===== src/rtl/fmap_collector.sv =====
// fmap_collector
//   Captures one OUT_SIZE x OUT_SIZE conv output map (raster order) into an
//   internal buffer and re-streams it on request as a valid/ready raster
//   stream. Decouples gappy conv output timing from downstream backpressure.
//
// Ports:
//   clk, rst_n        clock, synchronous active-low reset
//   ce                clock enable; low freezes all state and outputs
//   conv_dout[N]      conv sample, written when conv_dout_vld is high
//   conv_dout_vld     conv sample valid
//   conv_dout_end     conv idle level; a rising edge mid-frame = short frame
//   rd_start          begin draining a held frame (pulse or level)
//   rd_ready          downstream ready
//   rd_dout[N]        registered read data
//   rd_vld, rd_last   read valid / final sample of the frame
//   full              a complete frame is held and not yet drained
//   done              one-cycle pulse after the last sample is accepted
//   err               sticky: overflow (sample while full/draining) or short frame
module fmap_collector #(
  parameter  int N        = 8,
  parameter  int OUT_SIZE = 4,
  localparam int DEPTH    = OUT_SIZE * OUT_SIZE
) (
  input  logic         clk,
  input  logic         rst_n,
  input  logic         ce,
  input  logic [N-1:0] conv_dout,
  input  logic         conv_dout_vld,
  input  logic         conv_dout_end,
  input  logic         rd_start,
  input  logic         rd_ready,
  output logic [N-1:0] rd_dout,
  output logic         rd_vld,
  output logic         rd_last,
  output logic         full,
  output logic         done,
  output logic         err
);

  localparam int CW = $clog2(DEPTH + 1);
  localparam int AW = (DEPTH > 1) ? $clog2(DEPTH) : 1;
  localparam logic [CW-1:0] LAST = CW'(DEPTH - 1);

  typedef enum logic [1:0] {IDLE, FILL, FULL, DRAIN} state_t;

  state_t        state_q, state_d;
  logic [CW-1:0] wr_cnt, rd_cnt, rd_nxt;
  logic [N-1:0]  mem [DEPTH];
  logic          end_q, end_rise;
  logic          wr_en, short_frame, ovf, rd_go, xfer;

  assign end_rise = conv_dout_end & ~end_q;
  assign rd_nxt   = rd_cnt + CW'(1);

  // Next state and per-cycle actions
  always_comb begin
    state_d     = state_q;
    wr_en       = 1'b0;
    short_frame = 1'b0;
    ovf         = 1'b0;
    rd_go       = 1'b0;
    xfer        = 1'b0;
    case (state_q)
      IDLE: begin
        if (conv_dout_vld) begin
          wr_en   = 1'b1;
          state_d = (DEPTH == 1) ? FULL : FILL;
        end
      end
      FILL: begin
        // A write that completes the frame wins over a coincident end edge;
        // otherwise the end edge aborts the frame and drops any sample.
        if (conv_dout_vld && wr_cnt == LAST) begin
          wr_en   = 1'b1;
          state_d = FULL;
        end else if (end_rise) begin
          short_frame = 1'b1;
          state_d     = IDLE;
        end else if (conv_dout_vld) begin
          wr_en = 1'b1;
        end
      end
      FULL: begin
        ovf = conv_dout_vld;
        if (rd_start) begin
          rd_go   = 1'b1;
          state_d = DRAIN;
        end
      end
      DRAIN: begin
        ovf = conv_dout_vld;
        if (rd_vld && rd_ready) begin
          xfer = 1'b1;
          if (rd_last) state_d = IDLE;
        end
      end
      default: state_d = IDLE;
    endcase
  end

  always_ff @(posedge clk) begin
    if (!rst_n) begin
      state_q <= IDLE;
      wr_cnt  <= '0;
      rd_cnt  <= '0;
      rd_dout <= '0;
      rd_vld  <= 1'b0;
      rd_last <= 1'b0;
      full    <= 1'b0;
      done    <= 1'b0;
      err     <= 1'b0;
      end_q   <= 1'b1;   // no spurious end edge right after reset
    end else if (ce) begin
      state_q <= state_d;
      end_q   <= conv_dout_end;
      done    <= 1'b0;
      if (wr_en)                  wr_cnt <= wr_cnt + CW'(1);
      if (wr_en && wr_cnt == LAST) full  <= 1'b1;
      if (short_frame) begin
        wr_cnt <= '0;
        err    <= 1'b1;
      end
      if (ovf) err <= 1'b1;
      if (rd_go) begin
        rd_cnt  <= '0;
        rd_dout <= mem[0];
        rd_vld  <= 1'b1;
        rd_last <= (DEPTH == 1);
      end
      if (xfer) begin
        if (rd_last) begin
          rd_vld  <= 1'b0;
          rd_last <= 1'b0;
          full    <= 1'b0;
          done    <= 1'b1;
          wr_cnt  <= '0;
        end else begin
          // Prefetch the next sample so a continuous ready gives 1 sample/cycle
          rd_cnt  <= rd_nxt;
          rd_dout <= mem[rd_nxt[AW-1:0]];
          rd_last <= (rd_nxt == LAST);
        end
      end
    end
  end

  // Frame buffer: synchronous write, contents survive reset
  always_ff @(posedge clk) begin
    if (rst_n && ce && wr_en) mem[wr_cnt[AW-1:0]] <= conv_dout;
  end

endmodule


===== config.mk =====
export PLATFORM = sky130hd
export DESIGN_NAME = fmap_collector
export DESIGN_NICKNAME = d
export VERILOG_FILES = /design/src/rtl/fmap_collector.sv
export SDC_FILE = /design/constraint.sdc
export NUM_CORES = 1
export LEC_CHECK = 0
export ABC_AREA = 1
export CAP_MARGIN = 25
export CORE_MARGIN = 2
export CORE_UTILIZATION = 60
export DETAILED_ROUTE_END_ITERATION = 10
export PLACE_DENSITY = 0.77
export SETUP_SLACK_MARGIN = 0.3
export SYNTH_ARGS = -nofsm -noshare
export SYNTH_HDL_FRONTEND = slang
export SYNTH_SLANG_ARGS = --single-unit

===== constraint.sdc =====
create_clock -name clk -period 2.7 [get_ports clk]
set_input_delay 0.54 -clock clk [delete_from_list [all_inputs] [get_ports clk]]
set_output_delay 0.54 -clock clk [all_outputs]
set_load 0.02 [all_outputs]

== Word-level counts from Yosys, hierarchy flattened ==
Memory sizes are Yosys's and may differ from the RTL's.
Index checks and enable logic that the tools add are counted.

* Add/sub/neg operators: 2
* $mul: 0
* Div/mod/pow operators: 0
* Magnitude comparators: 0
* Eq/ne operators: 10
* Shifts and indexed selects: 0
* Mux-type cells: 44
* Bitwise logic cells: 2
* Reduce and logical (&&, ||, !) cells: 12

{| class="wikitable"
|+ Operators by type and width
! kind !! count
|-
| $mux 5 || 7
|-
| $mux 1 || 26
|-
| $mux 8 || 3
|-
| $mux 2 || 6
|-
| $add 5x1->5 const B || 2
|-
| $eq 5x4->1 const B || 2
|-
| $ne 2x2->1 const B || 4
|-
| $pmux 2 s4 || 1
|-
| $reduce_and 6->1 || 1
|-
| $logic_and 1x1->1 || 5
|-
| $eq 2x2->1 const B || 2
|-
| $reduce_and 2->1 || 2
|-
| $reduce_bool 2->1 || 2
|-
| $ne 3x3->1 const B || 1
|-
| $eq 2x1->1 const B || 1
|-
| $logic_not 2->1 || 1
|-
| $pmux 1 s2 || 1
|-
| $reduce_or 2->1 || 1
|-
| $and 1x1->1 || 1
|-
| $not 1->1 || 1
|}

* Flip-flop bits (word level): 26
* Bits in latches: 0
* RAM bits: 128
* Bits in read-only memories: 0
* Input bits: 15
* Output and inout bits: 13
* Word-level logic and storage cells: 81
* Memories: 1

{| class="wikitable"
|+ Memory list
! memory !! depth !! width !! read ports !! clocked after Yosys merged registers in !! wr ports !! RTL line !! source
|-
| mem || 16 || 8 || 2 || 0 || 1 || 48 || <nowiki>logic [N-1:0] mem [DEPTH];</nowiki>
|}

== Depth between registers and ports, before layout ==
Gate-level depths: netlist of run 1.

* Depth in word-level cells: 9
* Gate-level depth with buffers: 14

== Least setup slack after synthesis of run 1 ==
No wires, ideal clock.

* Kind: register to register
* From: reg wr_cnt[0]
* To: mem mem[4][0], enable pin
* Library setup time: 370 ps
* Arrival: 1822 ps
* Path slack: 508 ps
* Stages on the path, launching flop included: 11
* Clock period less this slack: 2192 ps
* Path through: dfxtp_1 -> ha_1 -> inv_1 -> nor2_1 -> ha_1 -> nor2_1 -> nand2_1 -> nand4_1 -> nor2_1 -> nand2_1 -> nor2_1

* Word-level cells in the longest chain between the ends: 7

{| class="wikitable"
|+ RTL lines
! element !! RTL line !! source
|-
| start, declared || 47 || <nowiki>logic [CW-1:0] wr_cnt, rd_cnt, rd_nxt;</nowiki>
|-
| start signal, assigned || 117 || <nowiki>if (wr_en) wr_cnt <= wr_cnt + CW'(1);</nowiki>
|-
| $eq 5x4->1 || 73 || <nowiki>if (conv_dout_vld && wr_cnt == LAST) begin</nowiki>
|-
| $logic_and 1x1->1 || 73 ||
|-
| $mux 1 || 73 ||
|-
| $pmux 1 s2 || 63 || <nowiki>case (state_q)</nowiki>
|-
| $logic_and 1x1->1 || 149 || <nowiki>if (rst_n && ce && wr_en) mem[wr_cnt[AW-1:0]] <= conv_dout;</nowiki>
|-
| $mux 1 || 149 ||
|-
| $mux 1 (not written as such) || 149 ||
|-
| end, declared || 48 ||
|}

Several ways; a longest one is shown, not always the timed one.

== Worst setup path after layout of run 1 ==
* From: reg wr_cnt[0]
* To: mem mem[3][0], enable pin

Same word-level chain as after synthesis.

==> reports/results.tsv, run 1 <==
stage	metric	value	unit
outcome	run_status	finished, final reports clean	
min_path	hp-class	reg2reg	
clock_network	cts_htree_levels	4	
global_routing	grt_pass1_wl	24300	um
synth	yosys.area.top_type	edfxtp_1	
synth	synthDistinctLibCells	28	
timing	fin_crit	2.20	ns
layout	mostFrequentLayoutCells	224 x nand2_1, 128 x edfxtp_1, 93 x nand3_1	
clock_network	ctsHoldBuffers	0	
pwr	power	4.98	mW
placed_design	dp_hpwl	10500	um
min_path	hold_path_depth	2	
setup_path	endpoint_kind	register	
clock_network	numCtsBuffers	17	
timing	fin_tns_setup	0	ns
die	placementRows	38	
die	die-area	12100	um2
setup_path	rr_worst_depth	11	
synth	syn_area	6760	um2
clock_network	root_buffer	clkbuf_16	
placed_design	routabilityCongestion	1.01	
setup_path	cp-start-kind	register	
placed_design	port_buffers	27	
global_routing	antenna_found_initial	0	
layout	fillerInstances	826	
die	die_x	110	um
detailed_routing	vias_per_cell	5.46	
synth	synth_ff_type	edfxtp_1	
detailed_routing	drtIter0Drc	622	
layout	areaGrowthSynthToFinish	18.0	%
synth	async_reset_ff_share	0	%
timing	period_share	81.6	%
pwr	power_density	624	nW/um2
job	cap_violations	0	
detailed_routing	post_drt_wl_per_cell	17.2	um
clock_network	clkSinkCount	154	
timing	finalSetupViolCount	0	
clock_network	clock_latency	0.43	ns
layout	final_net_count	784	
die	die_h	110	um
timing	skew	0.00488	ns
setup_path	required	2.84	ns
layout	layout-drive-gt1-share	10.2	%
setup_path	r2r-end	mem[3][0]	
clock_network	clock_path_buffers	2	
global_routing	overflow	0	
clock_network	cts_tree	yes	
min_path	hp-start	err	
detailed_routing	firstDrtPassIters	6	
detailed_routing	drt_wl_total	15700	um
synth	synth_edf_count	128	
setup_path	arrival	2.35	ns
clock_network	path_clk_slew	0.06	ns
synth	synthCells	708	
timing	tightest_slew	0.582	ns
timing	max_freq	454	MHz
synth	ys_top_cells_by_area	edfxtp_1 57%, nand2_1 13%, dfxtp_1 7.7%, nand3_1 6.9%, inv_1 5.1%	
global_routing	grt_max_degree	57	
timing	slew_viol_final	0	
layout	layout_commonest_cell	nand2_1	
timing	max-slew-margin-rel	61.2	%
die	start_util	61.8	%
synth	synth_fp_nets	730	
synth	synth-seq-cells	154	
timing	rsz0062_at_grt	false	
global_routing	grt_usage	28.1	%
pwr	p_leak	3.26	nW
setup_path	r2r_start	wr_cnt[0]	
synth	ys_seq_area_share	64.6	%
die	io_pins	28	
detailed_routing	ant_nets	0	
setup_path	ff2ff_setup_slack	0.50	ns
detailed_routing	num_vias	4995	
timing	hold_slack	0.453	ns
die	design.core.area	10900	um2
global_routing	grt_pass1_vias	4810	
synth	syn_avg_cell_area	9.55	um2
synth	synth_top_area_share	56.9	%
timing	hold_violations	0	
pwr	ir_worst_vdd	0.524	mV
synth	yosysWarnings	0	
detailed_routing	drc	0	
min_path	min_to	err	
layout	antenna_cells	0	
setup_path	critPathKind	reg2reg	
setup_path	cp_max_fo	8	
==> report_power, final <==
group | internal, mW | switching (mW) | leakage, nW
Sequential | 2.58 | 0.00896 | 1.36
Clock | 1.34 | 0.911 | 0.268
Combinational | 0.0474 | 0.0868 | 1.63
Total | 3.97 | 1.01 | 3.26
==> stage by stage <==
| stage | setup slack [ns] | instance area (um2) | util, % | cells |
|---|---|---|---|---|
| final | 0.496 | 7980 | 72.9 | 915 |
| after CTS | 0.315 | 7910 | 72.3 | 914 |
| after detailed placement | 0.249 | 7350 | 67.2 | 882 |
| after global routing | 0.353 | 7980 | 72.9 | 915 |
| after floorplan | 0.508 | 6760 | - | 708 |
| after global placement | 0.293 | 7350 | 67.2 | 882 |
==> critical path: stages (launching register included) <==
cell     delay (ns)
dfxtp_2        0.38
ha_4           0.16
inv_1          0.05
nor2_1         0.11
ha_2           0.21
nor2_1         0.05
nand2_1        0.06
nand4_1        0.16
nor2_4         0.30
nand2_4        0.14
nor2_1         0.11
buf_4          0.17
==> synthesized netlist by cell type, types with 2 or more instances <==
cell	count
inv_1	92
buf_2	8
xor2_1	3
edfxtp_1	128
buf_1	9
nand4_1	2
o21ai_0	13
nor3_1	5
nand3_1	93
nand2_1	229
clkbuf_1	10
nor2_1	50
a21oi_1	19
dfxtp_1	26
a211oi_1	2
ha_1	7
==> area by class of cell <==
class                   count  area, um2  area share (%)
well taps                 140        175            2.20
inverters                  94        353            4.42
clock inverters            14        131            1.65
multi-input cells         431       1970            24.7
repair buffers             64        548            6.87
flip-flops and latches    154       4370            54.8
clock buffers              18        429            5.38
==> repair_timing <==
action,4_1_cts,5_1_grt
resized for setup,0,16
buffers inserted,0,1
setup endpoints to repair,0,128
==> metal layers <==
metal	up-vias	part of all wire, %	track usage [%]	wire [um]
met5	-	0	0	0
met4	0	2.8	11.8	447
met3	35	7.8	5.76	1230
met2	198	48	45.1	7500
met1	2351	42	37.6	6540
li1	2411	-	-	-
==> worst max-delay path by stage <==
stage	slack (ns)	to	startpoint
after CTS	0.32	mem[3][0]	wr_cnt[3]
after global routing	0.35	mem[9][1]	wr_cnt[0]
after floorplan	0.51	mem[4][0]	wr_cnt[0]
final	0.50	mem[3][0]	wr_cnt[0]
after detailed placement	0.25	mem[7][6]	conv_dout_end
after global placement	0.29	mem[11][6]	conv_dout_end
==> registers in the layout, summed over array words and instances (netlist names), named ones only <==
| register | flops |
|---|---|
| done | 1 |
| full | 1 |
| end_q | 1 |
| rd_last | 1 |
| rd_dout | 8 |
| rd_cnt | 5 |
| mem | 128 |
| err | 1 |
| wr_cnt | 5 |
| state_q | 1 |
| rd_vld | 1 |
==> cell families after synthesis <==
| group | count (synthesis) | share of synthesized area, % |
|---|---|---|
| buffers and inverters | 123 | 7.11 |
| AND/OR/NAND/NOR | 380 | 23.0 |
| AO/OA/AOI/OAI | 38 | 3.02 |
| flip-flops | 154 | 64.6 |
| adder cells (fa/ha/maj) | 7 | 1.30 |
| XOR/XNOR | 6 | 1.00 |
(Power assumes the default switching activity.)
==> run 2: changes to the inputs <==
==> constraint.sdc (replaced) <==
create_clock -name clk -period 2.29 [get_ports clk]
set_input_delay 0.458 -clock clk [delete_from_list [all_inputs] [get_ports clk]]
set_output_delay 0.458 -clock clk [all_outputs]
set_load 0.02 [all_outputs]
==> run 2 against run 1 <==
Against the previous run:
- combinational power grew 32%
- largest power group unchanged
- critical endpoint is now mem[7][2]
- largest cell class unchanged
- clock skew grew 0.0083 ns
- die area is the same
- power grew 21%
- sequential share of layout area shrank 1.4 points
- global-route usage grew 0.54 points
- flip-flop and latch count is the same
- core utilization grew 2.0 points
- wire length grew 2.0%
- final cell count shrank 0.44%
==> reports/results.tsv, run 2 (synthesized netlist as in run 1, its figures left out) <==
stage	metric	value	unit	change
timing	slew_viol_final	0		unchanged
clock_network	clkSinkCount	154		unchanged
die	die-area	12100	um2	unchanged
timing	skew	0.0132	ns	+0.00831 ns
layout	layout-drive-gt1-share	12.8	%	+2.6 points
layout	regArea	4370	um2	+0.14%
die	design.core.area	10900	um2	unchanged
timing	hold_slack	0.462	ns	+0.00928 ns
global_routing	antenna_found_initial	0		unchanged
setup_path	critPathKind	reg2reg		
die	die_x	110	um	unchanged
detailed_routing	ant_nets	0		unchanged
layout	largest_reg_flops	128		unchanged
layout	final_net_count	780		-0.51%
detailed_routing	firstDrtPassIters	5		-1
die	placementRows	38		unchanged
detailed_routing	drtIter0Drc	698		+12%
detailed_routing	drc	0		unchanged
clock_network	path_clk_slew	0.07	ns	about the same
outcome	run_status	finished, final reports clean		
die	start_util	61.8	%	unchanged
die	io_pins	28		unchanged
min_path	hp-class	reg2reg		
global_routing	grt_pass1_wl	24800	um	+1.9%
layout	areaGrowthSynthToFinish	21.3	%	
pwr	ir_worst_vdd	0.704	mV	+34%
clock_network	cts_htree_levels	4		unchanged
pwr	p_leak	3.26	nW	about the same
setup_path	cp_max_fo	8		unchanged
global_routing	overflow	0		unchanged
placed_design	dp_slack	-0.0135	ns	-0.262 ns
layout	antenna_cells	0		unchanged
layout	multiInputGateArea	2140	um2	+8.4%
timing	setup_ws	0.236	ns	-0.260 ns
global_routing	grt_pass1_vias	4749		-1.3%
layout	mostFrequentLayoutCells	223 x nand2_1, 128 x edfxtp_1, 93 x nand3_1		
die	die_h	110	um	unchanged
detailed_routing	drt_wl_total	16000	um	+2.0%
placed_design	port_buffers	27		unchanged
job	cap_violations	0		unchanged
clock_network	cts_tree	yes		
timing	hold_violations	0		unchanged
clock_network	clock_path_buffers	2		unchanged
placed_design	routabilityCongestion	0.928		-8.1%
layout	fillerInstances	724		-12%
detailed_routing	post_drt_wl_per_cell	17.6	um	+2.4%
global_routing	grt_max_degree	57		unchanged
clock_network	root_buffer	clkbuf_16		
clock_network	ctsHoldBuffers	0		unchanged
timing	fin_crit	2.05	ns	-0.150 ns
placed_design	dp_hpwl	10700	um	+2.2%
clock_network	clock_latency	0.43	ns	about the same
detailed_routing	num_vias	5031		+0.72%
timing	period_share	89.7	%	+8.1 points
timing	max-slew-margin-rel	61.9	%	+0.65 points
clock_network	numCtsBuffers	17		unchanged
setup_path	endpoint_kind	register		
setup_path	required	2.40	ns	-0.44 ns
pwr	power_density	737	nW/um2	+18%
timing	max_freq	487	MHz	+7.3%
timing	tightest_slew	0.571	ns	-0.0112 ns
timing	finalSetupViolCount	0		unchanged
layout	layout_commonest_cell	nand2_1		
setup_path	arrival	2.16	ns	-0.19 ns
setup_path	cp-start-kind	register		
detailed_routing	vias_per_cell	5.52		+1.2%
global_routing	grt_usage	28.6	%	+0.54 points
timing	rsz0062_at_grt	true		
[run 2: power breakdown]
part           internal [mW]  switching [mW]
registers               3.04         0.00977
logic                 0.0637           0.113
clock network           1.72            1.09
total                   4.83            1.21
[run 2: per-layer routing]
metal	track usage [%]	wire, um	vias to the layer above
li1	-	-	2408
met5	0	0	-
met3	7.17	1120	31
met1	38.8	6650	2372
met2	45.4	7900	220
met4	9.82	369	0
[run 2: area by class of cell]
cell class / count / share of cell area, %
Inverter: 94 / 4.30
Timing Repair Buffer: 60 / 6.82
Clock buffer: 19 / 5.28
Clock inverter: 13 / 2.06
Sequential cell: 154 / 53.3
Tap cell: 140 / 2.14
Multi-Input combinational cell: 431 / 26.0
[run 2: worst max-delay path, stage by stage, from the launching register on]
cell	delay, ns
dfxtp_4	0.37
ha_4	0.13
inv_2	0.04
nor2_2	0.09
ha_2	0.21
nor2_2	0.03
nand2_1	0.06
nand4_1	0.15
nor2_4	0.15
buf_12	0.15
nand2_4	0.12
nor2_4	0.23
[run 2: metrics by stage]
| stage | TNS [ns] | std cells | total power, mW | utilization (%) | area, um2 |
|---|---|---|---|---|---|
| after floorplan | 0 | 708 | 3.17 | - | 6930 |
| after global placement | 0 | 870 | 3.26 | 68.1 | 7450 |
| after detailed placement | -0.182 | 870 | 3.27 | 68.1 | 7450 |
| after CTS | 0 | 908 | 6.05 | 74.3 | 8120 |
| after global routing | 0 | 911 | 6.22 | 75.0 | 8200 |
| final | 0 | 911 | 6.05 | 75.0 | 8200 |
[run 2: timing repair]
| action | in CTS | in global routing |
|---|---|---|
| pin swaps | 12 | 9 |
| resized for setup | 8 | 8 |
| endpoints found under the setup margin | 128 | 137 |
| buffers inserted | 6 | 3 |
[run 2: path summary, 6_finish.rpt]
path                            slack [ns]        end  startpoint  cells past startpoint
worst min-delay path                  0.46        err         err                      2
worst max-delay path                  0.24  mem[7][2]   wr_cnt[1]                     11
worst max register to register        0.24  mem[7][2]   wr_cnt[1]                     11
worst min register to register        0.46        err         err                      2
==> run 3: changes to the inputs <==
--- a/config.mk
+++ b/config.mk
@@ -11,7 +11,6 @@
 export CORE_UTILIZATION = 60
 export DETAILED_ROUTE_END_ITERATION = 10
 export PLACE_DENSITY = 0.77
-export SETUP_SLACK_MARGIN = 0.3
 export SYNTH_ARGS = -nofsm -noshare
 export SYNTH_HDL_FRONTEND = slang
 export SYNTH_SLANG_ARGS = --single-unit
==> run 3 against run 2 <==
Against the previous run:
- global-route usage fell by 0.19 points
- cell area fell by 1.7%
- fmax fell by 6.1%
- clock skew fell by 0.0046 ns
- register-to-register slack got worse by 0.13 ns
- wire length fell by 0.40%
- power barely moved
- largest power group unchanged
- highest routed layer unchanged
==> reports/results.tsv, run 3 (synthesized netlist as in run 1, its figures left out) <==
stage	metric	value	unit	change
layout	layout-drive-gt1-share	9.97	%	-2.9 points
placed_design	placed_area	7440	um2	-0.17%
die	die_h	110	um	unchanged
layout	final_net_count	791		+1.4%
pwr	ir_worst_vdd	0.751	mV	+6.8%
timing	fin_tns_setup	0	ns	unchanged
die	placementRows	38		unchanged
setup_path	critPathKind	reg2reg		
detailed_routing	firstDrtPassIters	7		+2
pwr	p_leak	3.29	nW	+0.96%
layout	regArea	4370	um2	-0.20%
global_routing	grt_pass1_vias	5022		+5.7%
setup_path	arrival	2.32	ns	+0.16 ns
clock_network	numCtsBuffers	17		unchanged
timing	tightest_slew	0.579	ns	+0.00861 ns
detailed_routing	drtIter0Drc	553		-21%
detailed_routing	drt_wl_total	16000	um	-0.40%
global_routing	overflow	0		unchanged
clock_network	path_clk_slew	0.06	ns	about the same
setup_path	path_common_cell	nor2_1		
setup_path	endpoint_kind	register		
layout	fillerInstances	788		+8.8%
layout	antenna_cells	0		unchanged
clock_network	ctsHoldBuffers	0		unchanged
layout	stdcell_area	8060	um2	-1.7%
detailed_routing	post_drt_wl_per_cell	17.3	um	-1.6%
placed_design	dp_hpwl	10700	um	-0.10%
timing	hold_violations	0		unchanged
setup_path	required	2.42	ns	+0.02 ns
layout	multiInputGateArea	1930	um2	-9.5%
min_path	hp-class	reg2reg		
placed_design	port_buffers	27		unchanged
timing	slew_viol_final	0		unchanged
timing	period_share	95.6	%	+5.9 points
clock_network	clkSinkCount	154		unchanged
die	die_x	110	um	unchanged
layout	areaGrowthSynthToFinish	19.2	%	
outcome	run_status	finished, final reports clean		
global_routing	antenna_found_initial	0		unchanged
die	die-area	12100	um2	unchanged
clock_network	clock_path_buffers	2		unchanged
layout	largest_reg_flops	128		unchanged
detailed_routing	vias_per_cell	5.55		+0.54%
timing	max_freq	457	MHz	-6.1%
setup_path	cpPeakStageDelay	0.34	ns	-0.03 ns
global_routing	grt_usage	28.4	%	-0.19 points
timing	finalSetupViolCount	0		unchanged
detailed_routing	drc	0		unchanged
clock_network	clock_latency	0.42	ns	about the same
die	design.core.area	10900	um2	unchanged
layout	layout_commonest_cell	nand2_1		
layout	mostFrequentLayoutCells	225 x nand2_1, 128 x edfxtp_1, 93 x nand3_1		
layout	instances_no_fill	922		+1.2%
detailed_routing	ant_nets	0		unchanged
setup_path	crit_path_top_delay_cell	dfxtp_1		
job	cap_violations	0		unchanged
die	start_util	61.8	%	unchanged
clock_network	root_buffer	clkbuf_16		
global_routing	grt_pass1_wl	24800	um	+0.23%
timing	max-slew-margin-rel	61.4	%	-0.48 points
clock_network	cts_htree_levels	4		unchanged
setup_path	ff2ff_setup_slack	0.10	ns	-0.13 ns
die	io_pins	28		unchanged
setup_path	crit_chain	ha_1, inv_1, nor2_1, ha_1, nor2_1, nand2_1, nand4_1, nor2_4, nand2_2, nor2_1, buf_4		
timing	hold_slack	0.454	ns	-0.00788 ns
clock_network	cts_tree	yes		
global_routing	grt_max_degree	57		unchanged
detailed_routing	num_vias	5119		+1.7%
setup_path	cp-start-kind	register		
pwr	power_density	750	nW/um2	+1.8%
placed_design	dp_cells	889		+2.2%
timing	skew	0.00862	ns	-0.00457 ns
timing	fin_crit	2.19	ns	+0.134 ns
setup_path	cp_max_fo	8		unchanged
placed_design	routabilityCongestion	0.917		-1.2%
pwr	power	6.05	mW	about the same
run 3: cell types whose count changed in the layout (fill, tap and decap cells not counted), moves of 3 or more:
cell	delta
nand2_2	+3
dfxtp_1	+3
clkinv_2	+3
nor2_1	+19
buf_4	+12
nor2_4	-16
nand2_4	-3
nor2_2	-3
ha_1	+3
clkinv_4	-3
run 3: critical path: cells and delay by family (launching register included):
kind,cells,cell delay [ns]
flip-flops,1,0.34
adder cells (fa/ha/maj),2,0.39
buffers and inverters,2,0.25
AND/OR/NAND/NOR,7,0.91
run 3: layout make-up:
cell class / instances / share of cell area [%]
repair buffers: 71 / 7.92
flip-flops and latches: 154 / 54.2
inverters: 94 / 4.38
clock inverters: 11 / 1.88
clock buffers: 21 / 5.47
multi-input cells: 431 / 24.0
well taps: 140 / 2.17
run 3: worst paths after layout:
kind	depth (start not counted)	end	start
setup / recovery	11	mem[13][2]	wr_cnt[1]
hold / removal	2	err	err
setup reg to reg	11	mem[13][2]	wr_cnt[1]
hold reg to reg	2	err	err
run 3: report_power, final:
group          internal (mW)  leakage, nW  switching [mW]
sequential              3.05         1.36         0.00871
clock                   1.80        0.291            1.02
combinational         0.0617         1.64           0.105
total                   4.91         3.29            1.14
run 3: per-layer routing:
| metal | wire (um) | global-route usage, % | up-vias |
|---|---|---|---|
| li1 | - | - | 2423 |
| met3 | 1380 | 5.58 | 47 |
| met5 | 0 | 0 | - |
| met4 | 468 | 13.5 | 0 |
| met2 | 8010 | 46.8 | 250 |
| met1 | 6110 | 36.5 | 2399 |
run 3: timing repair:
item,in CTS,in global routing
resized for setup,1,5
endpoints found under the setup margin,8,126
buffers inserted,0,1
pin swaps,0,0
run 3: metrics by stage:
stage / worst slack, ns / utilization, %
2_1_floorplan: 0.0976 / -
6_report: 0.101 / 73.7
4_1_cts: 0.0865 / 73.5
3_5_place_dp: -0.0145 / 68.0
3_3_place_gp: -0.0109 / 68.0
5_1_grt: -0.0118 / 73.7
